--- config.mk ---
export PLATFORM = sky130hd
export DESIGN_NAME = texec_wb
export DESIGN_NICKNAME = d
export VERILOG_FILES = /design/src/rtl/texec_pkg.sv /design/src/rtl/tresult_fifo.sv /design/src/rtl/texec_wb.sv
export SDC_FILE = /design/constraint.sdc
export NUM_CORES = 2
export LEC_CHECK = 0
export CORE_MARGIN = 3
export CORE_UTILIZATION = 36
export DETAILED_ROUTE_END_ITERATION = 8
export GPL_TIMING_DRIVEN = 0
export PLACE_DENSITY = 0.58
export SYNTH_ARGS = -nofsm -noshare
export SYNTH_HDL_FRONTEND = slang
export SYNTH_SLANG_ARGS = --single-unit
--- constraint.sdc ---
create_clock -name clk -period 7.1 [get_ports clk]
set_input_delay 0.71 -clock clk [delete_from_list [all_inputs] [get_ports clk]]
set_output_delay 0.71 -clock clk [all_outputs]
set_load 0.02 [all_outputs]
--- src/rtl/texec_pkg.sv ---
// texec_pkg: shared definitions for the execute/writeback stage.
//   - opcode_e   : lane ALU opcodes OP_ADD .. OP_MOVB (codes 7-15 are unused)
//   - LANE_WIDTH : width of one independent ALU lane
//   - OPCODE_LSB / OPCODE_WIDTH : position of the opcode in the instruction word
//   - lane_op()  : one 32-bit lane of the ALU
package texec_pkg;

    localparam int LANE_WIDTH   = 32;
    localparam int OPCODE_LSB   = 0;
    localparam int OPCODE_WIDTH = 4;

    typedef enum logic [OPCODE_WIDTH-1:0] {
        OP_ADD  = 4'd0,
        OP_SUB  = 4'd1,
        OP_AND  = 4'd2,
        OP_OR   = 4'd3,
        OP_XOR  = 4'd4,
        OP_MOVA = 4'd5,
        OP_MOVB = 4'd6
    } opcode_e;

    // Single lane: ADD/SUB wrap inside the lane, unused opcodes give zero.
    function automatic logic [LANE_WIDTH-1:0] lane_op(
        input logic [OPCODE_WIDTH-1:0] op,
        input logic [LANE_WIDTH-1:0]   a,
        input logic [LANE_WIDTH-1:0]   b
    );
        logic [LANE_WIDTH-1:0] res;
        case (op)
            OP_ADD:  res = a + b;
            OP_SUB:  res = a - b;
            OP_AND:  res = a & b;
            OP_OR:   res = a | b;
            OP_XOR:  res = a ^ b;
            OP_MOVA: res = a;
            OP_MOVB: res = b;
            default: res = '0;
        endcase
        return res;
    endfunction

endpackage

--- src/rtl/tresult_fifo.sv ---
// tresult_fifo: synchronous {tag, data} result FIFO.
//   clk, rst            : clock, asynchronous active-low reset
//   push, push_tag/data : write an entry at the tail
//   pop                 : drop the head entry
//   flush               : empty the FIFO (dominates push and pop)
//   count               : number of stored entries (log2(depth)+1 bits)
//   empty               : count == 0
//   head_tag/head_data  : head entry, forced to zero while empty
module tresult_fifo #(
    parameter int tag_width  = 8,
    parameter int data_width = 128,
    parameter int depth      = 4
) (
    input  logic                     clk,
    input  logic                     rst,
    input  logic                     push,
    input  logic [tag_width-1:0]     push_tag,
    input  logic [data_width-1:0]    push_data,
    input  logic                     pop,
    input  logic                     flush,
    output logic [$clog2(depth):0]   count,
    output logic                     empty,
    output logic [tag_width-1:0]     head_tag,
    output logic [data_width-1:0]    head_data
);
    localparam int AW = $clog2(depth);

    logic [tag_width-1:0]  r_tag_mem  [depth];
    logic [data_width-1:0] r_data_mem [depth];
    logic [AW-1:0]         r_wr_ptr;
    logic [AW-1:0]         r_rd_ptr;
    logic [AW:0]           r_count;

    // Pointers wrap naturally because depth is a power of two.
    always_ff @(posedge clk or negedge rst) begin
        if (!rst) begin
            r_wr_ptr <= '0;
            r_rd_ptr <= '0;
            r_count  <= '0;
        end else if (flush) begin
            r_wr_ptr <= '0;
            r_rd_ptr <= '0;
            r_count  <= '0;
        end else begin
            if (push) r_wr_ptr <= r_wr_ptr + AW'(1);
            if (pop)  r_rd_ptr <= r_rd_ptr + AW'(1);
            case ({push, pop})
                2'b10:   r_count <= r_count + (AW+1)'(1);
                2'b01:   r_count <= r_count - (AW+1)'(1);
                default: r_count <= r_count;
            endcase
        end
    end

    // Storage needs no reset: the outputs are masked while empty.
    always_ff @(posedge clk) begin
        if (push) begin
            r_tag_mem[r_wr_ptr]  <= push_tag;
            r_data_mem[r_wr_ptr] <= push_data;
        end
    end

    assign count     = r_count;
    assign empty     = (r_count == '0);
    assign head_tag  = empty ? '0 : r_tag_mem[r_rd_ptr];
    assign head_data = empty ? '0 : r_data_mem[r_rd_ptr];

endmodule

--- src/rtl/texec_wb.sv ---
// texec_wb: execute-and-writeback stage behind the reservation station.
//   issue_*   : issued instruction (valid/ready), tag and operands d0/d1
//   flush     : synchronous kill of everything in flight or buffered
//   cdb_*     : request/grant port onto the common data bus
//   bcast_OUT : one-cycle strobe for each result transferred on the CDB
//   busy      : E1, E2 or the result FIFO holds something
// Optional feature: define TEXEC_WB_BYPASS_EN to let E2 drive the CDB
// directly while the FIFO is empty (one cycle less latency).
module texec_wb
    import texec_pkg::*;
#(
    parameter int instr_width = 16,
    parameter int tag_width   = 8,
    parameter int data_width  = 128,
    parameter int fifo_depth  = 4
) (
    input  logic                   clk,
    input  logic                   rst,
    input  logic                   issue_valid,
    output logic                   issue_ready,
    input  logic [instr_width-1:0] issue_instr,
    input  logic [tag_width-1:0]   issue_tag,
    input  logic [data_width-1:0]  issue_d0,
    input  logic [data_width-1:0]  issue_d1,
    input  logic                   flush,
    output logic                   cdb_req,
    input  logic                   cdb_grant,
    output logic [tag_width-1:0]   cdb_tag,
    output logic [data_width-1:0]  cdb_data,
    output logic                   bcast_OUT,
    output logic                   busy
);
    localparam int CW     = $clog2(fifo_depth) + 1;
    localparam int NLANES = data_width / LANE_WIDTH;
    localparam logic [CW:0] DEPTH_L = (CW+1)'(fifo_depth);

    // Handshakes: an issue transfers on a rising edge with issue_valid &
    // issue_ready & ~flush; a result transfers with cdb_req & cdb_grant &
    // ~flush. cdb_req never drops and cdb_tag/cdb_data never change until
    // the transfer happens; a grant without a request means nothing.

    logic                    r_e1_v;
    logic [OPCODE_WIDTH-1:0] r_e1_op;
    logic [tag_width-1:0]    r_e1_tag;
    logic [data_width-1:0]   r_e1_d0;
    logic [data_width-1:0]   r_e1_d1;
    logic                    r_e2_v;
    logic [tag_width-1:0]    r_e2_tag;
    logic [data_width-1:0]   r_e2_res;

    logic [data_width-1:0]   w_alu_res;
    logic [CW-1:0]           w_fifo_count;
    logic                    w_fifo_empty;
    logic [tag_width-1:0]    w_head_tag;
    logic [data_width-1:0]   w_head_data;
    logic [CW:0]             w_inflight;
    logic                    w_issue_fire;
    logic                    w_byp;
    logic                    w_xfer;
    logic                    w_push;
    logic                    w_pop;
    logic                    w_unused_instr;

    // Only the opcode field of the instruction word is meaningful here.
    assign w_unused_instr = ^issue_instr;

    // Registered state only: E2 can always push because the in-flight total
    // never exceeds the FIFO depth.
    assign w_inflight   = {1'b0, w_fifo_count} + {{CW{1'b0}}, r_e1_v}
                        + {{CW{1'b0}}, r_e2_v};
    assign issue_ready  = (w_inflight < DEPTH_L);
    assign w_issue_fire = issue_valid & issue_ready & ~flush;

    always_ff @(posedge clk or negedge rst) begin
        if (!rst) begin
            r_e1_v   <= 1'b0;
            r_e1_op  <= '0;
            r_e1_tag <= '0;
            r_e1_d0  <= '0;
            r_e1_d1  <= '0;
            r_e2_v   <= 1'b0;
            r_e2_tag <= '0;
            r_e2_res <= '0;
        end else begin
            r_e1_v <= w_issue_fire;
            r_e2_v <= r_e1_v & ~flush;
            if (w_issue_fire) begin
                r_e1_op  <= issue_instr[OPCODE_LSB +: OPCODE_WIDTH];
                r_e1_tag <= issue_tag;
                r_e1_d0  <= issue_d0;
                r_e1_d1  <= issue_d1;
            end
            if (r_e1_v) begin
                r_e2_tag <= r_e1_tag;
                r_e2_res <= w_alu_res;
            end
        end
    end

    always_comb begin
        w_alu_res = '0;
        for (int l = 0; l < NLANES; l++) begin
            w_alu_res[l*LANE_WIDTH +: LANE_WIDTH] =
                lane_op(r_e1_op, r_e1_d0[l*LANE_WIDTH +: LANE_WIDTH],
                        r_e1_d1[l*LANE_WIDTH +: LANE_WIDTH]);
        end
    end

`ifdef TEXEC_WB_BYPASS_EN
    assign w_byp = w_fifo_empty & r_e2_v;
`else
    assign w_byp = 1'b0;
`endif

    assign cdb_req   = ~w_fifo_empty | w_byp;
    assign cdb_tag   = w_byp ? r_e2_tag : w_head_tag;
    assign cdb_data  = w_byp ? r_e2_res : w_head_data;
    assign w_xfer    = cdb_req & cdb_grant & ~flush;
    assign bcast_OUT = w_xfer;

    // A bypassed result that is granted never enters the FIFO; an ungranted
    // one is written and reappears unchanged as the FIFO head next cycle.
    assign w_push = r_e2_v & ~flush & ~(w_byp & w_xfer);
    assign w_pop  = w_xfer & ~w_byp;
    assign busy   = r_e1_v | r_e2_v | ~w_fifo_empty;

    tresult_fifo #(
        .tag_width  (tag_width),
        .data_width (data_width),
        .depth      (fifo_depth)
    ) u_fifo (
        .clk       (clk),
        .rst       (rst),
        .push      (w_push),
        .push_tag  (r_e2_tag),
        .push_data (r_e2_res),
        .pop       (w_pop),
        .flush     (flush),
        .count     (w_fifo_count),
        .empty     (w_fifo_empty),
        .head_tag  (w_head_tag),
        .head_data (w_head_data)
    );

endmodule

[Yosys cells after proc, flatten, opt, wreduce, memory -nomap -nowiden]
Memories as Yosys holds them, arrays and structs flattened.
Index checks and enable logic that the tools add are counted.
Storage, ports and cells
  flip-flop bits (word level): 413
  latch bits: 0
  RAM bits: 544
  bits in read-only memories: 0
  word-level logic and storage cells: 77
  memories kept: 2
Memory list
  u_fifo.r_data_mem: depth 4, bits a word 128, rd ports 1, clocked after memory_dff 0, write ports 1, RTL line tresult_fifo.sv:29  | logic [data_width-1:0] r_data_mem [depth];
  u_fifo.r_tag_mem: depth 4, bits a word 8, rd ports 1, clocked after memory_dff 0, write ports 1, RTL line tresult_fifo.sv:28  | logic [tag_width-1:0] r_tag_mem [depth];
Cells by class
  add/sub/neg operators: 14
  $mul: 0
  divide/modulo/power cells: 0
  $lt $le $gt $ge: 1
  equal/unequal tests: 8
  shifts and indexed selects: 0
  muxes and demuxes: 14
  bitwise operators: 22
  reduce and logical (&&, ||, !) cells: 5
Operator list (count)
  $pmux W32 S7: 4
  $add A32 B32 Y32: 4
  $and A32 B32 Y32: 4
  $mux W128: 1
  $or A32 B32 Y32: 4
  $sub A32 B32 Y32: 4
  $xor A32 B32 Y32: 4
  $eq A4 B3 Y1 const B: 3
  $eq A4 B2 Y1 const B: 2
  $mux W2: 4
  $mux W8: 1
  $and A1 B1 Y1: 6
  $pmux W3 S2: 1
  $add A2 B1 Y2 const B: 2
  $add A3 B1 Y4: 1
  $add A4 B1 Y4: 1
  $eq A4 B1 Y1 const B: 1
  $logic_not A4 Y1: 1
  $lt A4 B3 Y1 const B: 1
  $reduce_bool A2 Y1: 2
  $add A3 B1 Y3 const B: 1
  $logic_not A3 Y1: 1
  $mux W3: 1
  $reduce_bool A3 Y1: 1
  6 further kinds: 9

[Longest topological paths before layout]
  word-level depth: 7
  mapped depth: 20
  gate-level depth less buffers: 19

[By module]
Synthesis repeated with hierarchy kept, for this count alone.
Unflattened totals
  cells, all modules: 4495
  area, all modules: 52077.4 µm²
Modules (own cells, without submodules)
  texec_wb: instances 1, cells an instance 3593, area each 31118.6 µm², seq. area each 10159.7 µm²
  tresult_fifo: instances 1, cells an instance 902, area each 20958.9 µm², seq. area each 16510.8 µm²

[Least setup slack after synthesis]
Ideal clock, no wire load.
  kind: input to register
  start: in flush
  end: mem u_fifo.r_data_mem[0][0] (enable)
  setup time: 512 ps
  data arrival time: 4025 ps
  path slack: 2563 ps
  stages: 2
  path buffers: 0
  cell sequence: nor2b_1 and2_1
Between the ends
  cells in the longest elaborated chain, start to end: 4
Ends and longest elaborated chain
  from (decl): RTL line texec_wb.sv:25  | input logic flush,
  $not A1 Y1: RTL line texec_wb.sv:123  | assign w_push = r_e2_v & ~flush & ~(w_byp & w_xfer);
  $and A1 B1 Y1: RTL line texec_wb.sv:123
  $mux W1: RTL line tresult_fifo.sv:57  | if (push) begin
  $mux W1 (implied by the code): RTL line tresult_fifo.sv:59  | r_data_mem[r_wr_ptr] <= push_data;
  to (decl): RTL line tresult_fifo.sv:29
Every way passes these cells.

[Worst setup path after layout]
  start: reg r_e1_op[3]
  end: reg r_e2_res[95]
Between the ends
  cells in the longest elaborated chain, start to end: 2
Ends and longest elaborated chain
  from (decl): RTL line texec_wb.sv:43  | logic [OPCODE_WIDTH-1:0] r_e1_op;
  from (signal assigned): RTL line texec_wb.sv:88  | r_e1_op <= issue_instr[OPCODE_LSB +: OPCODE_WIDTH];
  $eq A4 B3 Y1 (tied with other cells): RTL line texec_pkg.sv:29  | case (op)
  $pmux W32 S7 (*): RTL line texec_pkg.sv:29
  to (signal assigned): RTL line texec_wb.sv:95  | r_e2_res <= w_alu_res;
  to (decl): RTL line texec_wb.sv:49  | logic [data_width-1:0] r_e2_res;
Mark *: on every way between the ends. The rest lies on a longest branch, timed or not.
A chain may end at the register's enable or synchronous reset.

==> flow_metrics.py <==
metrics = {
    "setup_path": {
        "r2r_end": "r_e2_res[95]",
        "crit_start": "r_e1_op[3]",
        "worstReg2RegStart": "r_e1_op[3]",
        "max_stage_delay_ns": 0.86,
        "ff2ff_setup_slack_ns": 0.40,
        "start_kind": "flip-flop",
        "endpoint": "r_e2_res[95]",
        "crit_arrival_ns": 7.24,
        "path_class": "flip-flop to flip-flop",
        "cp_slowest_cell": "a2111oi_0",
        "cp_max_fo": 10,
        "crit_chain": "clkbuf_1, nor3_2, and2_1, clkbuf_2, buf_2, nor2_1, xnor2_1, ha_1, clkbuf_1, a21o_1, nand3_1, a21oi_1, a211oi_1, nor2_1, a2111oi_0, o21ai_0, xnor2_1, o221ai_1",
        "r2r_cells": 18,
        "end_kind": "flip-flop",
        "crit_required_ns": 7.64,
    },
    "cts": {
        "cts_buffers": 106,
        "clkLatencyLatePin_ns": 0.76,
        "ctsHtreeMaxLevel": 3,
        "cts_max_path_buffers": 3,
        "clock-sinks": 957,
        "post-cts-setup-buffer-count": 0,
        "clkTransAtPathRegs_ns": 0.06,
        "cts_tree": "yes",
        "cts-root-buf": "clkbuf_16",
    },
    "synthesis": {
        "yosysWarnings": 0,
        "synth_top_area_cell": "edfxtp_1",
        "synth_flop_cell": "edfxtp_1",
        "syn_area_sq_um": 51900,
        "ys_types": 75,
        "async_flop_share": 0.432,
        "syn-num-nets": 5178,
        "seq_area_frac_synth": 0.514,
        "synth_area_per_cell_sq_um": 11.5,
        "synth-edff-count": 544,
        "synthTopCellsByArea": "edfxtp_1, dfrtp_1, ha_1",
        "ys_ff_latch": 957,
        "netlist_instances": 4499,
        "synth_top_area_frac": 0.315,
    },
    "cells_and_area": {
        "instances_no_fill": 7023,
        "drive_gt1_frac": 0.0743,
        "final_nets": 5718,
        "utilization": 0.439,
        "fillers": 13400,
        "syn2layout_area_growth_pct": 20.3,
        "multi_input_area_sq_um": 23200,
        "final_area_sq_um": 62400,
        "regArea_sq_um": 26700,
    },
    "timing": {
        "timing_worst_slew_pin_value_ns": 1.52,
        "finalSetupViolCount": 0,
        "slew_violations": 22,
        "hold_slack_ns": 0.501,
        "hold_viol_final": 0,
        "rsz0062_at_grt": "no",
        "period_minus_slack_ns": 6.70,
        "clock_skew_ns": 0.0519,
        "min_period_over_period": 0.944,
        "relSlewSlack": -0.0111,
        "fmax_ghz": 0.149,
    },
    "global_route": {
        "grt_max_degree": 103,
        "antenna_found_initial": 14,
        "grt_pass1_wl_mm": 286,
        "grt_pass1_vias": 39600,
        "grt_usage": 0.267,
        "gr-total-overflow": 0,
    },
    "floorplan": {
        "start_util": 0.365,
        "die_x_um": 386,
        "num_rows": 138,
        "die-height_um": 386,
        "design.core.area_sq_um": 142000,
        "dieArea_sq_um": 149000,
        "io-pin-count": 425,
    },
    "run_status": {
        "status": "complete, but fails checks",
        "violations": "capacitance limit, slew limit",
    },
    "power": {
        "p_leak_nw": 24.1,
        "power_density_nw_per_um2": 465,
        "worst_ir_drop_vdd_v": 0.000212,
    },
    "detailed_routing": {
        "remaining_drc_errors": 0,
        "drt-initial-drc-count": 4446,
        "wl_mm": 202,
        "wl_per_cell_um": 28.8,
        "route.vias.total": 40700,
        "via_per_inst": 5.79,
        "final_antenna_net_count": 0,
        "drtPass1Iterations": 7,
    },
    "placement": {
        "hpwl_mm": 150,
        "placed_cells": 6818,
        "port-buffer-count": 412,
        "gp_congestion": 0.978,
        "dpl_cell_area_sq_um": 58800,
    },
    "worst_hold_path": {
        "worstHoldPathCells": 1,
        "hp-class": "flip-flop to flip-flop",
    },
    "flow_run": {
        "max_cap_viol_count": 2,
    },
}
worst min path at each step:
stage / from / endpoint / slack, ns
2_1_floorplan: rst / r_e1_d0[0] / 0.41
3_3_place_gp: r_e1_tag[1] / r_e1_tag[1] / 0.49
3_5_place_dp: r_e1_tag[1] / r_e1_tag[1] / 0.49
4_1_cts: issue_d0[109] / r_e1_d0[109] / 0.47
5_1_grt: r_e1_tag[2] / r_e2_tag[2] / 0.51
6_report: r_e1_tag[2] / r_e2_tag[2] / 0.50
kinds of logic (layout without fill, tap and decap cells):
family,count (synthesis),count (layout),synth area share
flops,957,957,0.514
compound gates,1266,1266,0.160
other cells,0,2,0
simple gates,946,946,0.0866
mux,167,167,0.0655
fa+ha+maj,394,394,0.0957
buf+inv,541,1173,0.0392
xor+xnor,228,228,0.0385
cell type report:
| class | count | area share |
|---|---|---|
| Antenna cell | 2 | 0.0000802 |
| Buffer | 259 | 0.0160 |
| Clock buffer | 137 | 0.0462 |
| Clock inverter | 63 | 0.00997 |
| Inverter | 282 | 0.0170 |
| Multi-Input combinational cell | 3001 | 0.372 |
| Sequential cell | 957 | 0.427 |
| Tap cell | 1890 | 0.0379 |
| Timing Repair Buffer | 432 | 0.0736 |
power by group:
group | switching, mW | leakage (nW) | internal, mW
clock network | 2.43 | 1.69 | 3.20
logic | 8.61 | 12.2 | 5.78
registers | 1.61 | 10.3 | 7.39
synthesized netlist by cell type (all sizes together), types with 24 or more instances:
master	instances
edfxtp	544
o21ai	493
nand2	423
dfrtp	413
ha	389
inv	282
clkbuf	211
xnor2	175
a21oi	160
nor2	159
and2	150
mux4	136
a221oi	117
a22oi	105
a21o	77
xor2	53
o221ai	50
buf	48
nand3	40
a221o	37
a22o	29
nor2b	28
nor3	28
o31ai	25
a31oi	24
critical path: cells and delay by family (launching register included):
family	cells	cell delay [ns]
DFF	1	0.36
and+or+nand+nor	5	1.65
buffers and inverters	4	1.79
adders and majority gates	1	0.27
AOI/OAI and AO/OA	6	1.97
xor gates and xnor gates	2	0.43
routing by layer:
layer / track usage / vias up / routed length (um)
met4: 0.102 / 2 / 8170
met3: 0.0606 / 312 / 19000
met2: 0.399 / 1944 / 88100
li1: - / 17800 / -
met5: 0 / - / 11
met1: 0.378 / 20600 / 86700
stage by stage:
step	setup slack [ns]	TNS [ns]	power [mW]
after CTS	0.0644	0	28.9
final	0.400	0	29.0
after global placement	-15.17	-6599.61	23.0
after floorplan	2.56	0	17.8
after detailed placement	-0.560	-5.24	23.2
after global routing	0.215	0	30.8
placed cells by master, fill, tap and decap left out, types with 27 or more instances in the layout:
master / count
a21o_1: 77
a21oi_1: 160
a221o_1: 37
a221oi_1: 117
a22o_1: 29
a22oi_1: 105
and2_1: 146
buf_1: 44
clkbuf_1: 221
clkbuf_16: 109
clkdlybuf4s50_1: 411
dfrtp_1: 413
edfxtp_1: 544
ha_1: 389
inv_1: 282
mux4_2: 136
nand2_1: 423
nand3_1: 40
nor2_1: 158
nor2b_1: 28
nor3_1: 27
o21ai_0: 493
o221ai_1: 50
xnor2_1: 175
xor2_1: 53
timing repair:
action,CTS,global route
cloned,0,0
hold buffers,1,0
resized for setup,2,6
pin swaps,0,0
endpoints found under the hold margin,57,0
endpoints found under the setup margin,32,7
flip-flops by register name, indices dropped and copies added (netlist names):
register	cells
u_fifo.count	3
r_e2_v	1
u_fifo.r_rd_ptr	2
r_e1_d1	128
u_fifo.r_wr_ptr	2
r_e2_tag	8
r_e1_op	4
r_e1_v	1
r_e1_tag	8
u_fifo.r_tag_mem	32
u_fifo.r_data_mem	512
r_e2_res	128
r_e1_d0	128
Power figures use the tool's default switching activity.
